===== src/rtl/tone_detect_pkg.sv =====
// Shared DSP constants for the tone detector and its sibling filter blocks:
// default parameters, FSM state encodings and the saturating magnitude helper.
package tone_detect_pkg;

  localparam int LOG2_N_DEF   = 6;
  localparam int HOLD_ON_DEF  = 3;
  localparam int HOLD_OFF_DEF = 3;
  localparam int CNT_W        = 8;

  typedef enum logic [1:0] {
    ST_OFF       = 2'd0,
    ST_ARMING    = 2'd1,
    ST_ON        = 2'd2,
    ST_RELEASING = 2'd3
  } tone_state_e;

  // |x| with the single unrepresentable case -32768 clamped to 32767
  function automatic logic [15:0] sat_abs(input logic [15:0] x);
    logic [15:0] r;
    if (x == 16'h8000) begin
      r = 16'h7FFF;
    end else if (x[15]) begin
      r = ~x + 16'd1;
    end else begin
      r = x;
    end
    return r;
  endfunction

endpackage


===== src/rtl/tone_detect_fs_edge.sv =====
// Double-flop edge detector for the sample-rate strobe; rise/fall are one-clk
// pulses derived from the two synchronising flops.
module fs_edge (
  input  logic clk,
  input  logic rst,
  input  logic f_s,
  output logic rise,
  output logic fall
);

  logic pls0_q;
  logic pls1_q;

  // strobe history shift register
  always_ff @(posedge clk or negedge rst) begin
    if (!rst) begin
      pls0_q <= 1'b0;
      pls1_q <= 1'b0;
    end else begin
      pls0_q <= f_s;
      pls1_q <= pls0_q;
    end
  end

  assign rise = pls0_q & ~pls1_q;
  assign fall = pls1_q & ~pls0_q;

endmodule


===== src/rtl/tone_detect.sv =====
// Block-averaged magnitude level meter with hysteretic on/off tone decision.
// Samples are taken on the falling edge of f_s, after the upstream filter settles.
module tone_detect
  import tone_detect_pkg::*;
#(
  parameter int LOG2_N   = LOG2_N_DEF,
  parameter int HOLD_ON  = HOLD_ON_DEF,
  parameter int HOLD_OFF = HOLD_OFF_DEF
) (
  input  logic        clk,
  input  logic        rst,
  input  logic        f_s,
  input  logic [15:0] din,
  input  logic [15:0] thr_on,
  input  logic [15:0] thr_off,
  output logic [15:0] level,
  output logic        level_vld,
  output logic        det
);

  localparam int ACC_W = 16 + LOG2_N;

  logic              fall_s;
  logic [15:0]       mag_q;
  logic              e_q;
  logic [ACC_W-1:0]  acc_q;
  logic [ACC_W-1:0]  sum_s;
  logic [LOG2_N-1:0] smp_cnt_q;
  logic [15:0]       level_q;
  logic              level_vld_q;
  tone_state_e       state_q;
  logic [CNT_W-1:0]  cnt_q;
  logic [CNT_W-1:0]  cnt_inc_s;
  logic              det_q;
  logic              above_on_s;
  logic              below_off_s;

  fs_edge u_fs_edge (
    .clk  (clk),
    .rst  (rst),
    .f_s  (f_s),
    .rise (),
    .fall (fall_s)
  );

  assign sum_s       = acc_q + ACC_W'(mag_q);
  assign cnt_inc_s   = cnt_q + {{(CNT_W-1){1'b0}}, 1'b1};
  assign above_on_s  = (level_q >= thr_on);
  assign below_off_s = (level_q < thr_off);

  // magnitude capture, accumulation and block-end level update
  always_ff @(posedge clk or negedge rst) begin
    if (!rst) begin
      mag_q       <= 16'd0;
      e_q         <= 1'b0;
      acc_q       <= {ACC_W{1'b0}};
      smp_cnt_q   <= {LOG2_N{1'b0}};
      level_q     <= 16'd0;
      level_vld_q <= 1'b0;
    end else begin
      level_vld_q <= 1'b0;
      e_q         <= fall_s;
      if (fall_s) begin
        mag_q <= sat_abs(din);
      end
      if (e_q) begin
        smp_cnt_q <= smp_cnt_q + {{(LOG2_N-1){1'b0}}, 1'b1};
        if (&smp_cnt_q) begin
          level_q     <= sum_s[LOG2_N +: 16];
          level_vld_q <= 1'b1;
          acc_q       <= {ACC_W{1'b0}};
        end else begin
          acc_q <= sum_s;
        end
      end
    end
  end

  // hysteresis FSM, advanced only on a fresh level
  always_ff @(posedge clk or negedge rst) begin
    if (!rst) begin
      state_q <= ST_OFF;
      cnt_q   <= {CNT_W{1'b0}};
      det_q   <= 1'b0;
    end else if (level_vld_q) begin
      case (state_q)
        ST_OFF: begin
          if (above_on_s && HOLD_ON <= 1) begin
            state_q <= ST_ON;
            cnt_q   <= {CNT_W{1'b0}};
            det_q   <= 1'b1;
          end else if (above_on_s) begin
            state_q <= ST_ARMING;
            cnt_q   <= cnt_inc_s;
            det_q   <= 1'b0;
          end else begin
            cnt_q <= {CNT_W{1'b0}};
            det_q <= 1'b0;
          end
        end
        ST_ARMING: begin
          if (above_on_s && cnt_inc_s >= CNT_W'(HOLD_ON)) begin
            state_q <= ST_ON;
            cnt_q   <= {CNT_W{1'b0}};
            det_q   <= 1'b1;
          end else if (above_on_s) begin
            cnt_q <= cnt_inc_s;
            det_q <= 1'b0;
          end else begin
            state_q <= ST_OFF;
            cnt_q   <= {CNT_W{1'b0}};
            det_q   <= 1'b0;
          end
        end
        ST_ON: begin
          if (below_off_s && HOLD_OFF <= 1) begin
            state_q <= ST_OFF;
            cnt_q   <= {CNT_W{1'b0}};
            det_q   <= 1'b0;
          end else if (below_off_s) begin
            state_q <= ST_RELEASING;
            cnt_q   <= cnt_inc_s;
            det_q   <= 1'b1;
          end else begin
            cnt_q <= {CNT_W{1'b0}};
            det_q <= 1'b1;
          end
        end
        ST_RELEASING: begin
          if (below_off_s && cnt_inc_s >= CNT_W'(HOLD_OFF)) begin
            state_q <= ST_OFF;
            cnt_q   <= {CNT_W{1'b0}};
            det_q   <= 1'b0;
          end else if (below_off_s) begin
            cnt_q <= cnt_inc_s;
            det_q <= 1'b1;
          end else begin
            state_q <= ST_ON;
            cnt_q   <= {CNT_W{1'b0}};
            det_q   <= 1'b1;
          end
        end
        default: begin
          state_q <= ST_OFF;
          cnt_q   <= {CNT_W{1'b0}};
          det_q   <= 1'b0;
        end
      endcase
    end else begin
      state_q <= state_q;
    end
  end

  assign level     = level_q;
  assign level_vld = level_vld_q;
  assign det       = det_q;

endmodule


===== config.mk =====
export PLATFORM = sky130hd
export DESIGN_NAME = tone_detect
export DESIGN_NICKNAME = d
export VERILOG_FILES = /design/src/rtl/tone_detect_pkg.sv /design/src/rtl/tone_detect_fs_edge.sv /design/src/rtl/tone_detect.sv
export SDC_FILE = /design/constraint.sdc
export NUM_CORES = 1
export LEC_CHECK = 0
export CAP_MARGIN = 40
export CORE_UTILIZATION = 48
export DETAILED_ROUTE_END_ITERATION = 16
export MAX_ROUTING_LAYER = met4
export PLACE_DENSITY = 0.74
export SYNTH_ARGS = -nofsm -noshare
export SYNTH_HDL_FRONTEND = slang
export SYNTH_SLANG_ARGS = --single-unit

===== constraint.sdc =====
create_clock -name clk -period 2.35 [get_ports clk]
set_input_delay 0.47 -clock clk [delete_from_list [all_inputs] [get_ports clk]]
set_output_delay 0.47 -clock clk [all_outputs]
set_load 0.01 [all_outputs]

==> flow_metrics.env <==
export IMPL_tns_ps=-913
export IMPL_finClkSkew_ps=17.4
export IMPL_grt_overflow_total=0
export IMPL_period_needed_ps=2460
export IMPL_diodes=0
export IMPL_finalHoldViolations=0
export IMPL_rr_worst_depth=9
export IMPL_min_path_type="in2async"
export IMPL_netlist_area_um2=4990
export IMPL_wire_per_inst_um=15.4
export IMPL_worst_path_buf_inv=2
export IMPL_ios=69
export IMPL_dp_slack_ps=-855
export IMPL_cts_buffer_depth=2
export IMPL_finalWirelength_mm=12.7
export IMPL_end_kind="flop"
export IMPL_synth_edf_count=0
export IMPL_numCtsBuffers=9
export IMPL_worstPathMaxFanout=8
export IMPL_synth_ff_type="dfrtp_1"
export IMPL_cp_cell_sequence="buf_4, ha_1, nor3_1, a31oi_1, o41ai_4, o21ai_2, buf_6, nor3_4, a22o_1"
export IMPL_hold_ws_ps=76.8
export IMPL_cts_root_buf="clkbuf_8"
export IMPL_startpoint_type="flop"
export IMPL_clock_power_share=0.213
export IMPL_violations="setup timing"
export IMPL_crit_arrival_ps=2760
export IMPL_rsz0062_at_grt="true"
export IMPL_slew_violations=0
export IMPL_p_sw_frac=0.366
export IMPL_period_share=1.05
export IMPL_grt_pass1_wl_mm=20.8
export IMPL_setup_viol=13
export IMPL_cts_tree="yes"
export IMPL_final_common_cell="buf_4"
export IMPL_fmax_mhz=407
export IMPL_postRouteAntennaNets=0
export IMPL_cp_top_family="compound AO/OA/AOI/OAI gates"
export IMPL_antenna_found_initial=0
export IMPL_regArea_um2=1880
export IMPL_track_usage=0.242
export IMPL_combPwrFrac=0.478
export IMPL_ys_seq_area_frac=0.376
export IMPL_fillCellCount=726
export IMPL_drc=0
export IMPL_power_frac_seq=0.308
export IMPL_internal_power_mw=3.54
export IMPL_syn_nets=634
export IMPL_postSynthCellCount=530
export IMPL_dieArea_um2=10800
export IMPL_area_growth_syn_to_layout_pct=43.3
export IMPL_synth_async_reset_ratio=1.00
export IMPL_peakVddDrop_mv=0.389
export IMPL_p_sw_mw=2.04
export IMPL_drt_pass1_iter_count=4
export IMPL_critical_path_required_ps=2650
export IMPL_cts_sinks=75
export IMPL_cp_depth=9
export IMPL_cts_reportedPaths_clkPinSlew_ps=90
export IMPL_cp_slowest_cell="dfrtp_1"
export IMPL_layout_drive_gt1_share=0.274
export IMPL_num_rows=36
export IMPL_slew_limit_headroom=0.550
export IMPL_ys_seq_elements=75
export IMPL_multiInputGateArea_um2=3290
export IMPL_outcome="complete, but fails checks"
export IMPL_htree_levels=3
export IMPL_synth_distinct_cells=58
export IMPL_worst_slew_pin_slew_ps=674
export IMPL_grt_pass1_vias=4428
export IMPL_nets=786
export IMPL_yosys_warnings=0
export IMPL_cp_slowest_stage_delay_ps=430
export IMPL_cap_violations=0
export IMPL_port_buffers=68
export IMPL_insertion_delay_ps=360
export IMPL_p_leak_nw=3.37
export IMPL_power_density_nw_per_um2=780
export IMPL_die_x_um=104
export IMPL_via_count=4497
export IMPL_initialDrtViolationCount=238
export IMPL_critical_path_class="reg2reg"
export IMPL_setup_ws_ps=-110
export IMPL_gp_congestion=0.951
export IMPL_grt_start_max_net_pins=38
export IMPL_avgSynthCellArea_um2=9.42
export IMPL_final_cell_mix="buf_4 (81), dfrtp_1 (72), clkdlybuf4s50_1 (52)"
export IMPL_core_um2=9910
export IMPL_initial_core_util=0.504
export IMPL_drt_vias_per_instance=5.48
export IMPL_die_height_um=104
export IMPL_hpwl_mm=8.87
[routing by layer]
layer	wire length, um	part of all wire	vias up	track usage
li1	-	-	2226	-
met1	5760	0.46	2129	0.307
met2	6240	0.49	125	0.405
met3	508	0.040	17	0.0320
met4	151	0.012	0	0.0714
met5	0	0	-	-
[sequential cells by signal (all words and copies together) (netlist names), 2 cells and up]
name,count
acc_q,22
cnt_q,8
state_q,2
level,16
mag_q,16
smp_cnt_q,6
[logic make-up (layout without fill, tap and decap cells)]
group | after synthesis | count (layout) | share of synthesized area
AOI/OAI and AO/OA | 169 | 169 | 0.233
and+or+nand+nor | 131 | 131 | 0.136
DFF | 75 | 75 | 0.376
buffers and inverters | 61 | 218 | 0.0474
adders and majority gates | 53 | 53 | 0.134
xor gates and xnor gates | 37 | 37 | 0.0649
muxes | 4 | 4 | 0.00877
[power groups by stage]
stage	Sequential, mW	Combinational [mW]	Clock (mW)
after floorplan	1.68	1.50	0
after global placement	1.72	2.10	0
after detailed placement	1.73	2.17	0
after CTS	1.71	2.46	1.21
after global routing	1.75	2.91	1.27
final	1.72	2.67	1.19
[cells in the mapped netlist (2+ instances only)]
cell type  instances  area, um^2
and4_1             2        17.5
a21o_1            14         105
o2bb2ai_1         14         123
a31oi_1            5        31.3
nand4_1            7        43.8
and2_1             4        25.0
o211ai_1           4        30.0
nor2b_1           10        62.6
mux2_2             3        33.8
a311oi_1           3        26.3
o41ai_1            2        17.5
xnor2_1           16         140
or4_1              2        15.0
and3_1             8        50.1
o21ai_1            5        25.0
o21ai_0           37         185
nor2_1            27         101
a21oi_2            4        35.0
inv_1             47         176
o31ai_1            9        67.6
xor2_1            21         184
a211o_1            5        43.8
nand2b_1           4        25.0
clkbuf_1          13        48.8
or3_1              4        25.0
a21oi_1           32         160
or4_4              3        33.8
nand3_1            8        40.0
a41oi_1            3        26.3
nand2_1           43         161
a22o_1            10        87.6
dfrtp_1           75        1880
nor3_1             2        10.0
ha_1              52         651
o21a_1             6        45.0
a2111oi_0          3        26.3
o21bai_1           2        15.0
[stage by stage]
stage	cell area (um^2)	std cells	util	power (mW)
floorplan	5070	530	-	3.18
global placement	6280	773	0.634	3.82
detailed placement	6280	773	0.634	3.90
CTS	6820	810	0.689	5.38
global route	7150	820	0.722	5.93
finish	7150	820	0.722	5.58
[final timing paths]
check	startpoint	endpoint	slack [ps]
setup / recovery	cnt_q[1]$_DFFE_PN0P_	cnt_q[4]$_DFFE_PN0P_	-110
hold / removal	rst	smp_cnt_q[3]$_DFFE_PN0P_	80
setup reg to reg	cnt_q[1]$_DFFE_PN0P_	cnt_q[4]$_DFFE_PN0P_	-110
hold reg to reg	u_fs_edge.pls0_q$_DFF_PN0_	u_fs_edge.pls1_q$_DFF_PN0_	390
max in group asynchronous	rst	level[5]$_DFFE_PN0P_	1660
min in group clk	u_fs_edge.pls0_q$_DFF_PN0_	u_fs_edge.pls1_q$_DFF_PN0_	390
[final cells by class]
cell class	count	share of cell area
Clock buffer	11	0.0198
Clock inverter	5	0.0140
Inverter	47	0.0261
Multi-Input combinational cell	394	0.461
Sequential cell	75	0.263
Tap cell	133	0.0233
Timing Repair Buffer	155	0.193
[repair_timing]
action                     in CTS  in global routing
resized for setup              41                 60
hold buffers                    0                  0
pin swaps                      27                 34
buffers inserted               20                 10
gates cloned                    1                  0
setup endpoints to repair      40                 48
Power figures use the tool's default switching activity.
